===== config.mk =====
export PLATFORM = sky130hd
export DESIGN_NAME = n100_lm_icb_arb2
export DESIGN_NICKNAME = d
export VERILOG_FILES = /design/src/rtl/n100_lm_icb_pkg.sv /design/src/rtl/n100_lm_arb_id_fifo.sv /design/src/rtl/n100_lm_icb_arb2.sv
export SDC_FILE = /design/constraint.sdc
export NUM_CORES = 1
export LEC_CHECK = 0
export ABC_AREA = 1
export CAP_MARGIN = 15
export CORE_AREA = 2 2 126 128
export DETAILED_ROUTE_END_ITERATION = 7
export DIE_AREA = 0 0 128 130
export DONT_BUFFER_PORTS = 1
export HOLD_SLACK_MARGIN = 0.1
export PLACE_DENSITY = 0.37
export RECOVER_POWER = 50
export SLEW_MARGIN = 20
export SYNTH_ARGS = -nofsm -noshare
export SYNTH_HDL_FRONTEND = slang
export SYNTH_SLANG_ARGS = --single-unit

===== constraint.sdc =====
create_clock -name sys_clk -period 1.6 [get_ports sys_clk]
set_clock_uncertainty 0.15 [all_clocks]
set_input_delay 0.32 -clock sys_clk [delete_from_list [all_inputs] [get_ports sys_clk]]
set_output_delay 0.32 -clock sys_clk [all_outputs]
set_load 0.02 [all_outputs]

===== src/rtl/n100_lm_icb_pkg.sv =====
// Shared ICB widths and requester identifiers for the local-memory port arbiter.
package n100_lm_icb_pkg;

  localparam int unsigned LM_ICB_AW     = 32;
  localparam int unsigned LM_ICB_DW     = 32;
  localparam int unsigned LM_OUTS_DEPTH = 2;

  typedef enum logic {
    M0 = 1'b0,
    M1 = 1'b1
  } lm_req_id_t;

  function automatic lm_req_id_t lm_other(input lm_req_id_t id);
    return (id == M0) ? M1 : M0;
  endfunction

endpackage


===== src/rtl/n100_lm_arb_id_fifo.sv =====
// In-order record of which requester owns each outstanding slave command.
module n100_lm_arb_id_fifo
  import n100_lm_icb_pkg::*;
#(
  parameter int DEPTH = 2
) (
  input  logic                       i_clk,
  input  logic                       i_rst,
  input  logic                       i_push,
  input  lm_req_id_t                 i_push_id,
  input  logic                       i_pop,
  output lm_req_id_t                 o_head,
  output logic                       o_full,
  output logic                       o_empty,
  output logic [$clog2(DEPTH+1)-1:0] o_cnt
);

  localparam int PTR_W = (DEPTH > 1) ? $clog2(DEPTH) : 1;
  localparam int CNT_W = $clog2(DEPTH + 1);

  lm_req_id_t       r_mem [DEPTH];
  logic [PTR_W-1:0] r_wr_ptr;
  logic [PTR_W-1:0] r_rd_ptr;
  logic [CNT_W-1:0] r_cnt;
  logic             w_push_ok;
  logic             w_pop_ok;

  // Explicit wrap so depths that are not a power of two work.
  function automatic logic [PTR_W-1:0] ptr_inc(input logic [PTR_W-1:0] p);
    return (p == PTR_W'(DEPTH - 1)) ? '0 : p + PTR_W'(1);
  endfunction

  assign o_full    = (r_cnt == CNT_W'(DEPTH));
  assign o_empty   = (r_cnt == '0);
  assign o_cnt     = r_cnt;
  assign o_head    = r_mem[r_rd_ptr];
  assign w_push_ok = i_push & ~o_full;
  assign w_pop_ok  = i_pop & ~o_empty;

  always_ff @(posedge i_clk) begin
    if (w_push_ok) begin
      r_mem[r_wr_ptr] <= i_push_id;
    end
  end

  always_ff @(posedge i_clk) begin
    if (i_rst) begin
      r_wr_ptr <= '0;
      r_rd_ptr <= '0;
      r_cnt    <= '0;
    end else begin
      if (w_push_ok) begin
        r_wr_ptr <= ptr_inc(r_wr_ptr);
      end
      if (w_pop_ok) begin
        r_rd_ptr <= ptr_inc(r_rd_ptr);
      end
      case ({w_push_ok, w_pop_ok})
        2'b10:   r_cnt <= r_cnt + CNT_W'(1);
        2'b01:   r_cnt <= r_cnt - CNT_W'(1);
        default: r_cnt <= r_cnt;
      endcase
    end
  end

endmodule


===== src/rtl/n100_lm_icb_arb2.sv =====
// 2:1 round-robin ICB arbiter in front of the local-memory controller; responses
// return in order and are steered to the requester recorded at issue time.
module n100_lm_icb_arb2
  import n100_lm_icb_pkg::*;
#(
  parameter int AW         = LM_ICB_AW,
  parameter int DW         = LM_ICB_DW,
  parameter int OUTS_DEPTH = LM_OUTS_DEPTH
) (
  input  logic                            sys_clk,
  input  logic                            sys_rst,
  input  logic                            stall_i,

  input  logic                            m0_icb_cmd_valid,
  output logic                            m0_icb_cmd_ready,
  input  logic [AW-1:0]                   m0_icb_cmd_addr,
  input  logic                            m0_icb_cmd_read,
  input  logic [DW-1:0]                   m0_icb_cmd_wdata,
  input  logic [DW/8-1:0]                 m0_icb_cmd_wmask,
  output logic                            m0_icb_rsp_valid,
  input  logic                            m0_icb_rsp_ready,
  output logic [DW-1:0]                   m0_icb_rsp_rdata,
  output logic                            m0_icb_rsp_err,

  input  logic                            m1_icb_cmd_valid,
  output logic                            m1_icb_cmd_ready,
  input  logic [AW-1:0]                   m1_icb_cmd_addr,
  input  logic                            m1_icb_cmd_read,
  input  logic [DW-1:0]                   m1_icb_cmd_wdata,
  input  logic [DW/8-1:0]                 m1_icb_cmd_wmask,
  output logic                            m1_icb_rsp_valid,
  input  logic                            m1_icb_rsp_ready,
  output logic [DW-1:0]                   m1_icb_rsp_rdata,
  output logic                            m1_icb_rsp_err,

  output logic                            s_icb_cmd_valid,
  input  logic                            s_icb_cmd_ready,
  output logic [AW-1:0]                   s_icb_cmd_addr,
  output logic                            s_icb_cmd_read,
  output logic [DW-1:0]                   s_icb_cmd_wdata,
  output logic [DW/8-1:0]                 s_icb_cmd_wmask,
  input  logic                            s_icb_rsp_valid,
  output logic                            s_icb_rsp_ready,
  input  logic [DW-1:0]                   s_icb_rsp_rdata,
  input  logic                            s_icb_rsp_err,

  output logic [$clog2(OUTS_DEPTH+1)-1:0] outs_cnt,
  output logic                            arb_err
);

  lm_req_id_t r_rr_last;
  lm_req_id_t r_lock_id;
  logic       r_lock;
  logic       r_arb_err;

  lm_req_id_t w_gnt;
  lm_req_id_t w_head;
  logic       w_gnt_valid;
  logic       w_fifo_full;
  logic       w_fifo_empty;
  logic       w_cmd_go;
  logic       w_cmd_hs;
  logic       w_rsp_route;
  logic       w_rsp_hs;

  // A granted-but-unaccepted requester keeps the grant so its command stays stable.
  always_comb begin
    w_gnt       = M0;
    w_gnt_valid = 1'b0;
    if (r_lock) begin
      w_gnt       = r_lock_id;
      w_gnt_valid = (r_lock_id == M1) ? m1_icb_cmd_valid : m0_icb_cmd_valid;
    end else if (m0_icb_cmd_valid && m1_icb_cmd_valid) begin
      w_gnt       = lm_other(r_rr_last);
      w_gnt_valid = 1'b1;
    end else if (m0_icb_cmd_valid) begin
      w_gnt       = M0;
      w_gnt_valid = 1'b1;
    end else if (m1_icb_cmd_valid) begin
      w_gnt       = M1;
      w_gnt_valid = 1'b1;
    end
  end

  assign w_cmd_go         = w_gnt_valid & ~stall_i & ~w_fifo_full & ~sys_rst;
  assign w_cmd_hs         = w_cmd_go & s_icb_cmd_ready;
  assign s_icb_cmd_valid  = w_cmd_go;
  assign m0_icb_cmd_ready = w_cmd_hs & (w_gnt == M0);
  assign m1_icb_cmd_ready = w_cmd_hs & (w_gnt == M1);

  assign s_icb_cmd_addr   = (w_gnt == M1) ? m1_icb_cmd_addr  : m0_icb_cmd_addr;
  assign s_icb_cmd_read   = (w_gnt == M1) ? m1_icb_cmd_read  : m0_icb_cmd_read;
  assign s_icb_cmd_wdata  = (w_gnt == M1) ? m1_icb_cmd_wdata : m0_icb_cmd_wdata;
  assign s_icb_cmd_wmask  = (w_gnt == M1) ? m1_icb_cmd_wmask : m0_icb_cmd_wmask;

  // Response payload is broadcast; only the owner of the FIFO head sees valid.
  assign w_rsp_route      = ~w_fifo_empty & ~sys_rst;
  assign m0_icb_rsp_valid = w_rsp_route & (w_head == M0) & s_icb_rsp_valid;
  assign m1_icb_rsp_valid = w_rsp_route & (w_head == M1) & s_icb_rsp_valid;
  assign s_icb_rsp_ready  = w_rsp_route &
                            ((w_head == M1) ? m1_icb_rsp_ready : m0_icb_rsp_ready);
  assign m0_icb_rsp_rdata = s_icb_rsp_rdata;
  assign m1_icb_rsp_rdata = s_icb_rsp_rdata;
  assign m0_icb_rsp_err   = s_icb_rsp_err;
  assign m1_icb_rsp_err   = s_icb_rsp_err;
  assign w_rsp_hs         = s_icb_rsp_valid & s_icb_rsp_ready;

  assign arb_err          = r_arb_err;

  always_ff @(posedge sys_clk) begin
    if (sys_rst) begin
      r_lock    <= 1'b0;
      r_lock_id <= M0;
      r_rr_last <= M1;
      r_arb_err <= 1'b0;
    end else begin
      r_lock <= w_gnt_valid & ~w_cmd_hs;
      if (w_gnt_valid && !w_cmd_hs) begin
        r_lock_id <= w_gnt;
      end
      if (w_cmd_hs) begin
        r_rr_last <= w_gnt;
      end
      // A response with nothing outstanding means the slave and arbiter disagree.
      if (s_icb_rsp_valid && w_fifo_empty) begin
        r_arb_err <= 1'b1;
      end
    end
  end

  n100_lm_arb_id_fifo #(
    .DEPTH (OUTS_DEPTH)
  ) u_id_fifo (
    .i_clk     (sys_clk),
    .i_rst     (sys_rst),
    .i_push    (w_cmd_hs),
    .i_push_id (w_gnt),
    .i_pop     (w_rsp_hs),
    .o_head    (w_head),
    .o_full    (w_fifo_full),
    .o_empty   (w_fifo_empty),
    .o_cnt     (outs_cnt)
  );

endmodule

# After elaboration in Yosys (flattened, before gate mapping)
# Memory sizes are Yosys's and may differ from the RTL's. A register that Yosys moved wholly into a read port is not among the register bits.
# Cells that the tools add are included.
# totals
memories,1
in_bits,180
ramBits,2
output_inout_bits,144
wordCells,65
register_bits,8
# mem_list
name,words,width,read_ports,rd_clocked_by_memory_dff,write_ports,line,rtl
u_id_fifo.r_mem,2,1,1,1,1,n100_lm_arb_id_fifo.sv:21,lm_req_id_t r_mem [DEPTH];
# op_classes
n_reduce_logical,6
bitwise,23
n_addsub,4
eq_ne,3
n_mux,21
# ops
op,n
$mux W32,2
$mux W1,17
$and A1 B1 Y1,16
$not A1 Y1,7
$eq A2 B2 Y1 const B,2
$mux W4,1
$pmux W2 S2,1
$logic_and A1 B1 Y1,3
$add A1 B1 Y1 const B,2
$add A2 B1 Y2 const B,1
$eq A2 B1 Y1 const B,1
$logic_not A2 Y1,1
$reduce_bool A2 Y1,1
$sub A2 B1 Y2 const B,1
$logic_not A1 Y1,1

# Depth between registers and ports, before layout
# Gate-level depths: netlist of the first run.
# depth
word_depth,11
mapped_depth,11

# Cells and area by module
# From an unflattened synthesis of the first run, not the netlist that was laid out.
# hier_totals
cells_unflattened,376
hier_area_um2,2008.2
# modules_own_cells
module,area_each_um2,cells_per_inst,n_inst
n100_lm_icb_arb2,1664.1,333,1
n100_lm_arb_id_fifo,344.1,43,1

# Worst setup path after synthesis of the first run
# Ideal clock, no wire load.
# synth_timing
path_kind,reg2reg
start,"reg u_id_fifo.r_cnt[0], in the netlist u_id_fifo.o_cnt[0]"
end,"reg u_id_fifo.r_cnt[1], in the netlist u_id_fifo.o_cnt[1]"
setup_time_ps,123
setup_slack_ps,-141
required_time_ps,1327
synth_period_minus_slack_ps,1741
t_arrival_ps,1468
stages_incl_launch_ff,8
path_cell_list,dfxtp_1 > nor2_2 > nor2_4 > nand3_2 > nor2_4 > ha_1 > nor4_1 > nor3_1
# synth_via
elab_chain_len,8
word_cells_on_any_way,18
# synth_lines
item,line,rtl
start: declaration,n100_lm_arb_id_fifo.sv:24,logic [CNT_W-1:0] r_cnt;
start signal: assignment,n100_lm_arb_id_fifo.sv:59,2'b10: r_cnt <= r_cnt + CNT_W'(1);
start signal: assignment,n100_lm_arb_id_fifo.sv:60,2'b01: r_cnt <= r_cnt - CNT_W'(1);
start signal: assignment,n100_lm_arb_id_fifo.sv:61,default: r_cnt <= r_cnt;
$logic_not A2 Y1 (*),n100_lm_arb_id_fifo.sv:34,assign o_empty = (r_cnt == '0);
$not A1 Y1 (*),"n100_lm_arb_id_fifo.sv:38, n100_lm_icb_arb2.sv:97",
$and A1 B1 Y1,n100_lm_icb_arb2.sv:97,assign w_rsp_route = ~w_fifo_empty & ~sys_rst;
$and A1 B1 Y1,n100_lm_icb_arb2.sv:100,assign s_icb_rsp_ready = w_rsp_route &
$and A1 B1 Y1,n100_lm_icb_arb2.sv:106,assign w_rsp_hs = s_icb_rsp_valid & s_icb_rsp_ready;
$and A1 B1 Y1 (*),n100_lm_arb_id_fifo.sv:38,assign w_pop_ok = i_pop & ~o_empty;
named net u_id_fifo.w_pop_ok,n100_lm_arb_id_fifo.sv:26,logic w_pop_ok;
$eq A2 B1 Y1 or $eq A2 B2 Y1 (tied branches),n100_lm_arb_id_fifo.sv:58,"case ({w_push_ok, w_pop_ok})"
$pmux W2 S2 or $reduce_bool A2 Y1 (tied branches),--,
# Mark *: on every way through the listed nets, which the timed path passes. The rest lies on a longest branch.
# A chain may end at the register's enable or synchronous reset.

# Final worst setup path of the first run
# layout_timing
start,reg r_lock
end,out s_icb_cmd_wdata[19]
# layout_via
elab_chain_len,2
# layout_lines
item,line,rtl
start: declaration,n100_lm_icb_arb2.sv:53,logic r_lock;
start signal: assignment,n100_lm_icb_arb2.sv:117,r_lock <= w_gnt_valid & ~w_cmd_hs;
$mux W1,n100_lm_icb_arb2.sv:70,if (r_lock) begin
$mux W32,n100_lm_icb_arb2.sv:93,assign s_icb_cmd_wdata = (w_gnt == M1) ? m1_icb_cmd_wdata : m0_icb_cmd_wdata;
end: declaration,n100_lm_icb_arb2.sv:40,"output logic [DW-1:0] s_icb_cmd_wdata,"
# Every way passes these cells.

==> impl_metrics.xml, run 1 <==
<?xml version="1.0" encoding="UTF-8"?>
<metrics>
  <group name="critical_path">
    <metric name="timing.critical_path.slowest_cell_delay" unit="ps">330</metric>
    <metric name="crit_chain" unit="">inv_2 -&gt; nand3_4 -&gt; nand2_8 -&gt; buf_12 -&gt; buf_12 -&gt; nand2_2 -&gt; nand2_2</metric>
    <metric name="crit_path_end_kind" unit="">primary output</metric>
    <metric name="required_time_of_the_worst_setup_path" unit="ps">1130</metric>
    <metric name="r2r_start" unit="">r_lock_id$_SDFFE_PP0P_</metric>
    <metric name="critPathMaxFanout" unit="">7</metric>
    <metric name="worst-r2r-cell-count" unit="">8</metric>
    <metric name="cp_slowest_cell" unit="">dfxtp_2</metric>
    <metric name="path_class" unit="">reg -&gt; out</metric>
    <metric name="reg2reg_setup_slack" unit="ps">-70</metric>
    <metric name="cp-start-kind" unit="">flop</metric>
    <metric name="r2r-end" unit="">u_id_fifo.o_cnt[1]$_SDFFE_PP0P_</metric>
    <metric name="arrival" unit="ps">1370</metric>
  </group>
  <group name="cells_and_area">
    <metric name="fin_nets" unit="">521</metric>
    <metric name="finalNonFillerCells" unit="">531</metric>
    <metric name="diodes" unit="">0</metric>
    <metric name="layout_common_cells" unit="">nand2_1 (119), nand2_2 (70), nand2_4 (34)</metric>
    <metric name="multiInputGateArea" unit="mm2">0.001625</metric>
    <metric name="seqCellArea" unit="um2">252.7</metric>
    <metric name="final_common_cell" unit="">nand2_1</metric>
    <metric name="flow.area_growth_from_synthesis" unit="%">37.06</metric>
    <metric name="layout-drive-gt1-share" unit="%">52.21</metric>
    <metric name="fill_cells" unit="">1745</metric>
  </group>
  <group name="yosys">
    <metric name="synth_flop_cell" unit="">dfxtp_1</metric>
    <metric name="post_synth.cell_area_avg" unit="um2">5.323</metric>
    <metric name="async_reset_ff_share" unit="%">0</metric>
    <metric name="ys_types" unit="">24</metric>
    <metric name="synth.ff_latch_count" unit="">11</metric>
    <metric name="netlist_instances" unit="">378</metric>
    <metric name="syn_area" unit="mm2">0.002012</metric>
    <metric name="ys_warn_count" unit="">0</metric>
    <metric name="synth-edff-count" unit="">2</metric>
    <metric name="synth_sequential_area_ratio" unit="%">11.94</metric>
    <metric name="synth.net_count" unit="">559</metric>
  </group>
  <group name="pwr">
    <metric name="power-per-cell-area" unit="mW/mm2">685.0</metric>
    <metric name="total_power" unit="W">0.001889</metric>
    <metric name="max-vdd-ir-drop" unit="mV">0.3089</metric>
    <metric name="power.static_leakage" unit="nW">1.332</metric>
  </group>
  <group name="cts">
    <metric name="clkTransAtPathRegs" unit="ps">40</metric>
    <metric name="cts_buffers" unit="">3</metric>
    <metric name="clock_path_buffers" unit="">2</metric>
    <metric name="clkLatencyLatePin" unit="ps">240</metric>
    <metric name="tritoncts_clock_tree" unit="">done</metric>
    <metric name="h-tree-depth" unit="">1</metric>
    <metric name="clockRootBuffer" unit="">clkbuf_16</metric>
    <metric name="cts.sinks" unit="">11</metric>
  </group>
  <group name="route">
    <metric name="drc" unit="">0</metric>
    <metric name="vias" unit="">2090</metric>
    <metric name="drt_iter0_drc" unit="">165</metric>
    <metric name="avgRoutedWirePerCell" unit="um">15.06</metric>
    <metric name="detail_route.vias_per_cell" unit="">3.936</metric>
    <metric name="drt_antenna_net_count" unit="">0</metric>
    <metric name="post_route_wl" unit="um">7999</metric>
    <metric name="drt_pass_1_iters" unit="">4</metric>
  </group>
  <group name="die">
    <metric name="vertical_die_dimension" unit="um">130</metric>
    <metric name="core.rowCount" unit="">46</metric>
    <metric name="die-area" unit="mm2">0.01664</metric>
    <metric name="core_region_area" unit="mm2">0.01542</metric>
    <metric name="die_w" unit="um">128</metric>
    <metric name="number_of_primary_i_o_pins" unit="">324</metric>
    <metric name="effective_utilization_at_floorplan" unit="%">13.04</metric>
  </group>
  <group name="grt">
    <metric name="largest_net_degree_at_the_start_of_global_routing" unit="">28</metric>
    <metric name="wire_length_of_the_first_global_routing_pass" unit="um">9446</metric>
    <metric name="grt_pass1_vias" unit="">1618</metric>
    <metric name="globalRouteTotalUtil" unit="%">7.668</metric>
    <metric name="antenna_found_initial" unit="">0</metric>
    <metric name="overflow_after_grt" unit="">0</metric>
  </group>
  <group name="timing">
    <metric name="max_slew_vio_count" unit="">0</metric>
    <metric name="timing.slew.headroom" unit="%">84.51</metric>
    <metric name="finalSetupViolCount" unit="">75</metric>
    <metric name="final-hold-violation-count" unit="">0</metric>
    <metric name="timing_worst_slew_pin_value" unit="ps">232.0</metric>
    <metric name="maxClockFrequency" unit="MHz">543.6</metric>
    <metric name="grt_setup_unrepaired" unit="">yes</metric>
    <metric name="fin_crit" unit="ps">1840</metric>
    <metric name="finalCritPeriodShare" unit="%">115.0</metric>
    <metric name="layout_setup_ws" unit="ps">-239.6</metric>
  </group>
  <group name="placed_design">
    <metric name="globalplace.congestion" unit="">0.6933</metric>
    <metric name="post-place-cells" unit="">513</metric>
    <metric name="io_buffer_count" unit="">0</metric>
    <metric name="dp_hpwl" unit="um">5400</metric>
  </group>
  <group name="status">
    <metric name="failed_checks" unit="">negative setup slack</metric>
    <metric name="run_status" unit="">complete, but fails checks</metric>
  </group>
  <group name="worst_hold_path">
    <metric name="min-delay-start" unit="">s_icb_rsp_valid</metric>
    <metric name="holdCritPathClass" unit="">in -&gt; reg</metric>
    <metric name="worst_hold_path.num_cells" unit="">3</metric>
  </group>
  <group name="job">
    <metric name="cap_violations" unit="">0</metric>
  </group>
</metrics>
==> area by class of cell <==
cell class / instances / area share, %
flip-flops and latches: 11 / 9.165
inverters: 21 / 3.312
well taps: 192 / 8.711
multi-input cells: 265 / 58.94
repair buffers: 38 / 17.01
clock buffers: 4 / 2.858
==> per-stage QoR <==
stage / area, um2 / hold slack, ps / setup TNS [ps] / setup WS (ps) / util (%)
2_1_floorplan: 2019 / 239.4 / 0 / 5.310 / -
3_3_place_gp: 1868 / 243.1 / -1280 / -119.2 / 12.11
3_5_place_dp: 1868 / 242.9 / -2096 / -130.9 / 12.11
4_1_cts: 2645 / 145.6 / -15980 / -265.1 / 17.15
5_1_grt: 2758 / 157.6 / -19320 / -313.2 / 17.88
6_report: 2758 / 132.0 / -14080 / -239.6 / 17.88
==> timing repair <==
action / in CTS / in global routing
hold endpoints to repair: 3 / 0
endpoints found under the setup margin: 76 / 79
gates resized for setup: 146 / 41
gates cloned: 5 / 0
hold buffers: 2 / 0
setup buffers: 8 / 2
pin swaps: 24 / 32
==> cell usage after synthesis (2+ instances only) <==
cell type | count | area (um2)
nor2_4 | 2 | 22.52
nor2_2 | 3 | 18.77
nand3_1 | 3 | 15.01
edfxtp_1 | 2 | 60.06
dfxtp_1 | 9 | 180.2
nand2_2 | 2 | 12.51
buf_2 | 6 | 30.03
nand4_1 | 2 | 12.51
nand3_2 | 3 | 30.03
nand2_1 | 222 | 833.3
o21ai_2 | 2 | 17.52
buf_4 | 74 | 555.5
inv_1 | 17 | 63.81
inv_2 | 4 | 15.01
nor2_1 | 15 | 56.30
a21oi_1 | 4 | 20.02
==> power by group <==
| group | internal (W) | switching, W |
|---|---|---|
| Sequential | 0.000297 | 0.0000166 |
| Clock | 0.000334 | 0.000116 |
| Combinational | 0.000365 | 0.000760 |
| Total | 0.000996 | 0.000893 |
==> critical path: cells and delay by family (launching register included) <==
family,cells,cell delay (ps)
simple gates,4,420
buf+inv,3,360
flops,1,330
==> cells by family after synthesis <==
family,synth area share [%]
AOI/OAI and AO/OA,3.172
adders and majority gates,0.6218
and+or+nand+nor,50.68
buffers and inverters,33.58
DFF,11.94
==> per-layer routing <==
| layer | track usage, % | wire [um] |
|---|---|---|
| met5 | 0 | 0 |
| met4 | 2.392 | 119 |
| met3 | 1.230 | 753 |
| met2 | 11.80 | 3893 |
| met1 | 10.97 | 3231 |
==> worst max path at each step <==
stage / start / endpoint / slack [ps]
global placement: r_lock$_SDFF_PP0_ / s_icb_cmd_addr[21] / -120
floorplan: r_lock$_SDFF_PP0_ / u_id_fifo.o_cnt[1]$_SDFFE_PP0P_ / 5
global route: r_lock$_SDFF_PP0_ / m1_icb_cmd_ready / -310
CTS: r_rr_last$_SDFFE_PP1N_ / m1_icb_cmd_ready / -270
finish: r_lock$_SDFF_PP0_ / s_icb_cmd_wdata[19] / -240
detailed placement: r_lock$_SDFF_PP0_ / s_icb_cmd_addr[21] / -130
==> flip-flops by register name, indices dropped and copies added (netlist names), named ones only <==
| name | flops |
|---|---|
| u_id_fifo.o_cnt | 2 |
| u_id_fifo.r_mem | 2 |
| arb_err | 1 |
| r_lock | 1 |
| r_lock_id | 1 |
| r_rr_last | 1 |
| u_id_fifo.r_rd_ptr | 1 |
| u_id_fifo.r_wr_ptr | 1 |
No activity file was read; power rests on OpenSTA's default activity.
==> inputs of run 2 (changes only) <==
PLACE_DENSITY = 0.3   (was 0.37)
SYNTH_HIERARCHICAL = 1   (was default)
==> impl_metrics.xml, run 2 <==
<?xml version="1.0" encoding="UTF-8"?>
<metrics>
  <group name="route">
    <metric name="drc" unit="">0</metric>
    <metric name="detail_route.vias_per_cell" unit="">3.994</metric>
    <metric name="drt_antenna_net_count" unit="">0</metric>
    <metric name="avgRoutedWirePerCell" unit="um">17.82</metric>
    <metric name="drt_iter0_drc" unit="">74</metric>
    <metric name="drt_pass_1_iters" unit="">4</metric>
    <metric name="post_route_wl" unit="um">9674</metric>
    <metric name="vias" unit="">2169</metric>
  </group>
  <group name="pwr">
    <metric name="power-per-cell-area" unit="mW/mm2">654.4</metric>
    <metric name="pwr-share-seq" unit="%">13.7</metric>
    <metric name="max-vdd-ir-drop" unit="mV">0.4750</metric>
    <metric name="power.share.combinational" unit="%">66.1</metric>
    <metric name="power.static_leakage" unit="nW">1.592</metric>
    <metric name="power_frac_clock" unit="%">20.2</metric>
    <metric name="netSwitchingFraction" unit="%">46.35</metric>
    <metric name="p_sw" unit="W">0.001041</metric>
    <metric name="p_int" unit="W">0.001205</metric>
  </group>
  <group name="timing">
    <metric name="finalCritPeriodShare" unit="%">124.6</metric>
    <metric name="layout_setup_ws" unit="ps">-393.6</metric>
    <metric name="timing.slew.headroom" unit="%">79.66</metric>
    <metric name="max_slew_vio_count" unit="">0</metric>
    <metric name="fin_worst_hold_slack" unit="ps">130.7</metric>
    <metric name="maxClockFrequency" unit="MHz">501.6</metric>
    <metric name="fin_crit" unit="ps">1994</metric>
    <metric name="grt_setup_unrepaired" unit="">yes</metric>
    <metric name="final-hold-violation-count" unit="">0</metric>
    <metric name="timing_worst_slew_pin_value" unit="ps">301.9</metric>
    <metric name="finalSetupViolCount" unit="">79</metric>
  </group>
  <group name="die">
    <metric name="die_w" unit="um">128</metric>
    <metric name="core.rowCount" unit="">46</metric>
    <metric name="die-area" unit="mm2">0.01664</metric>
    <metric name="vertical_die_dimension" unit="um">130</metric>
    <metric name="effective_utilization_at_floorplan" unit="%">13.02</metric>
    <metric name="core_region_area" unit="mm2">0.01542</metric>
    <metric name="number_of_primary_i_o_pins" unit="">324</metric>
  </group>
  <group name="grt">
    <metric name="grt_pass1_vias" unit="">1831</metric>
    <metric name="wire_length_of_the_first_global_routing_pass" unit="um">10140</metric>
    <metric name="largest_net_degree_at_the_start_of_global_routing" unit="">24</metric>
    <metric name="globalRouteTotalUtil" unit="%">8.250</metric>
    <metric name="antenna_found_initial" unit="">0</metric>
    <metric name="overflow_after_grt" unit="">0</metric>
  </group>
  <group name="yosys">
    <metric name="netlist_instances" unit="">376</metric>
    <metric name="ys_warn_count" unit="">6</metric>
    <metric name="netlist_top_cells_count" unit="">nand2_1 (226), buf_4 (66), nor2_1 (17)</metric>
    <metric name="synth_flop_cell" unit="">dfxtp_1</metric>
    <metric name="synth.ff_latch_count" unit="">11</metric>
    <metric name="synth.net_count" unit="">557</metric>
    <metric name="ys_types" unit="">21</metric>
    <metric name="synth.most_common_cell" unit="">nand2_1</metric>
    <metric name="synth-edff-count" unit="">2</metric>
    <metric name="synth_sequential_area_ratio" unit="%">11.96</metric>
    <metric name="yosysTopAreaCell" unit="">nand2_1</metric>
    <metric name="ys_top_cells_by_area" unit="">nand2_1 (42%), buf_4 (25%), dfxtp_1 (9.0%)</metric>
    <metric name="async_reset_ff_share" unit="%">0</metric>
    <metric name="post_synth.cell_area_avg" unit="um2">5.341</metric>
    <metric name="syn_area" unit="mm2">0.002008</metric>
    <metric name="synth_top_area_share" unit="%">42.24</metric>
  </group>
  <group name="cts">
    <metric name="clkTransAtPathRegs" unit="ps">40</metric>
    <metric name="h-tree-depth" unit="">1</metric>
    <metric name="clock_path_buffers" unit="">2</metric>
    <metric name="clkLatencyLatePin" unit="ps">240</metric>
    <metric name="clockRootBuffer" unit="">clkbuf_16</metric>
    <metric name="cts.sinks" unit="">11</metric>
    <metric name="cts_buffers" unit="">3</metric>
    <metric name="tritoncts_clock_tree" unit="">done</metric>
  </group>
  <group name="job">
    <metric name="cap_violations" unit="">0</metric>
  </group>
  <group name="cells_and_area">
    <metric name="fill_cells" unit="">1660</metric>
    <metric name="layout_common_cells" unit="">nand2_4 (110), nand2_1 (95), nand2_2 (23)</metric>
    <metric name="final_cell_area" unit="mm2">0.003433</metric>
    <metric name="layout-drive-gt1-share" unit="%">62.68</metric>
    <metric name="flow.area_growth_from_synthesis" unit="%">70.97</metric>
    <metric name="final_common_cell" unit="">nand2_4</metric>
    <metric name="diodes" unit="">0</metric>
    <metric name="fin_nets" unit="">533</metric>
  </group>
  <group name="critical_path">
    <metric name="path_class" unit="">reg -&gt; out</metric>
    <metric name="crit_path_end_kind" unit="">primary output</metric>
    <metric name="critPathMaxFanout" unit="">6</metric>
    <metric name="arrival" unit="ps">1520</metric>
    <metric name="cp-start-kind" unit="">flop</metric>
    <metric name="required_time_of_the_worst_setup_path" unit="ps">1130</metric>
  </group>
  <group name="status">
    <metric name="failed_checks" unit="">negative setup slack</metric>
    <metric name="run_status" unit="">complete, but fails checks</metric>
  </group>
  <group name="placed_design">
    <metric name="globalplace.congestion" unit="">0.6475</metric>
    <metric name="placedInstanceArea" unit="mm2">0.001947</metric>
    <metric name="io_buffer_count" unit="">0</metric>
    <metric name="dp_hpwl" unit="um">6162</metric>
  </group>
  <group name="worst_hold_path">
    <metric name="holdCritPathClass" unit="">in -&gt; reg</metric>
  </group>
</metrics>
## run 2: cell types whose count changed in the layout (fill, tap and decap cells not counted), sizes merged, moves of 2 or more
cell and delta:
buf +7, nand2 +4, clkinv +2, nand3 -3, o21ai -3, inv -3, clkbuf +6
## run 2: power by group through the flow
stage	Sequential, W	Clock [W]	Combinational, W
after floorplan	0.000311	0	0.000901
after global placement	0.000310	0	0.000820
after detailed placement	0.000310	0	0.000825
after CTS	0.000306	0.000474	0.00103
after global routing	0.000308	0.000492	0.00157
final	0.000307	0.000454	0.00149
## run 2: timing repair
item                       in CTS  in global routing
buffers inserted                4                  6
hold endpoints to repair        2                  0
hold buffers                    2                  0
cloned                          3                  8
pin swaps                       9                 63
setup endpoints to repair      80                 82
gates resized for setup        93                192
## run 2: path summary, 6_finish.rpt
kind | from | endpoint | slack [ps] | depth (start not counted)
min reg2reg | u_id_fifo/r_rd_ptr$_SDFFE_PP0P_ | u_id_fifo/r_rd_ptr$_SDFFE_PP0P_ | 350 | 2
min | sys_rst | u_id_fifo/o_cnt[0]$_SDFFE_PP0P_ | 130 | 3
max reg2reg | u_id_fifo/r_mem[0]$_DFFE_PP_ | u_id_fifo/o_cnt[1]$_SDFFE_PP0P_ | -300 | 13
max | r_lock$_SDFF_PP0_ | s_icb_cmd_addr[13] | -390 | 7
## run 2: layer usage
| layer | global-route usage [%] | up-vias | part of all wire (%) |
|---|---|---|---|
| met5 | 0 | - | 0 |
| met4 | 4.008 | 0 | 5.4 |
| met3 | 2.378 | 24 | 8.3 |
| met2 | 15.92 | 165 | 52 |
| met1 | 8.082 | 971 | 34 |
| li1 | - | 1009 | - |
## run 2: logic make-up (layout without fill, tap and decap cells)
logic type / after synthesis / in the layout / share of synthesized area (%)
AND/OR/NAND/NOR: 257 / 257 / 50.28
multiplexers: 1 / 1 / 0.5607
AO/OA/AOI/OAI: 6 / 6 / 1.495
flip-flops: 11 / 11 / 11.96
adder cells (fa/ha/maj): 1 / 1 / 0.6230
buffers and inverters: 100 / 75 / 35.08
## run 2: cell type report
| class | instances | area, um2 | area share, % |
|---|---|---|---|
| multi-input combinational | 265 | 2032 | 59.18 |
| timing repair buffer | 52 | 740.7 | 21.57 |
| clock inverter | 1 | 5.005 | 0.1458 |
| clock buffer | 3 | 75.07 | 2.187 |
| inverter | 19 | 88.84 | 2.587 |
| sequential | 11 | 251.5 | 7.325 |
| tap | 192 | 240.2 | 6.997 |
## run 2: stage by stage
step	TNS, ps	worst slack [ps]	power [W]	instances	utilization [%]
floorplan	-856.6	-364.3	0.001211	376	-
global placement	-8762	-349.1	0.001130	517	12.62
detailed placement	-10480	-365.5	0.001135	517	12.62
CTS	-22830	-354.6	0.001809	530	15.74
global route	-31130	-457.4	0.002369	543	22.26
finish	-24780	-393.6	0.002247	543	22.26
## run 2: worst max-delay path, cell delays in order (launching register included)
cell and delay [ps]:
dfxtp_2 310, nand3b_1 190, nand2_4 180, clkinv_8 90
buf_12 150, clkbuf_16 170, nand2_1 80, nand2_2 100
==> inputs of run 3 (changes only) <==
CAP_MARGIN = 10   (was 15)
==> results of run 3 <==
Final layout, timing and power as in run 2 (identical DEF).
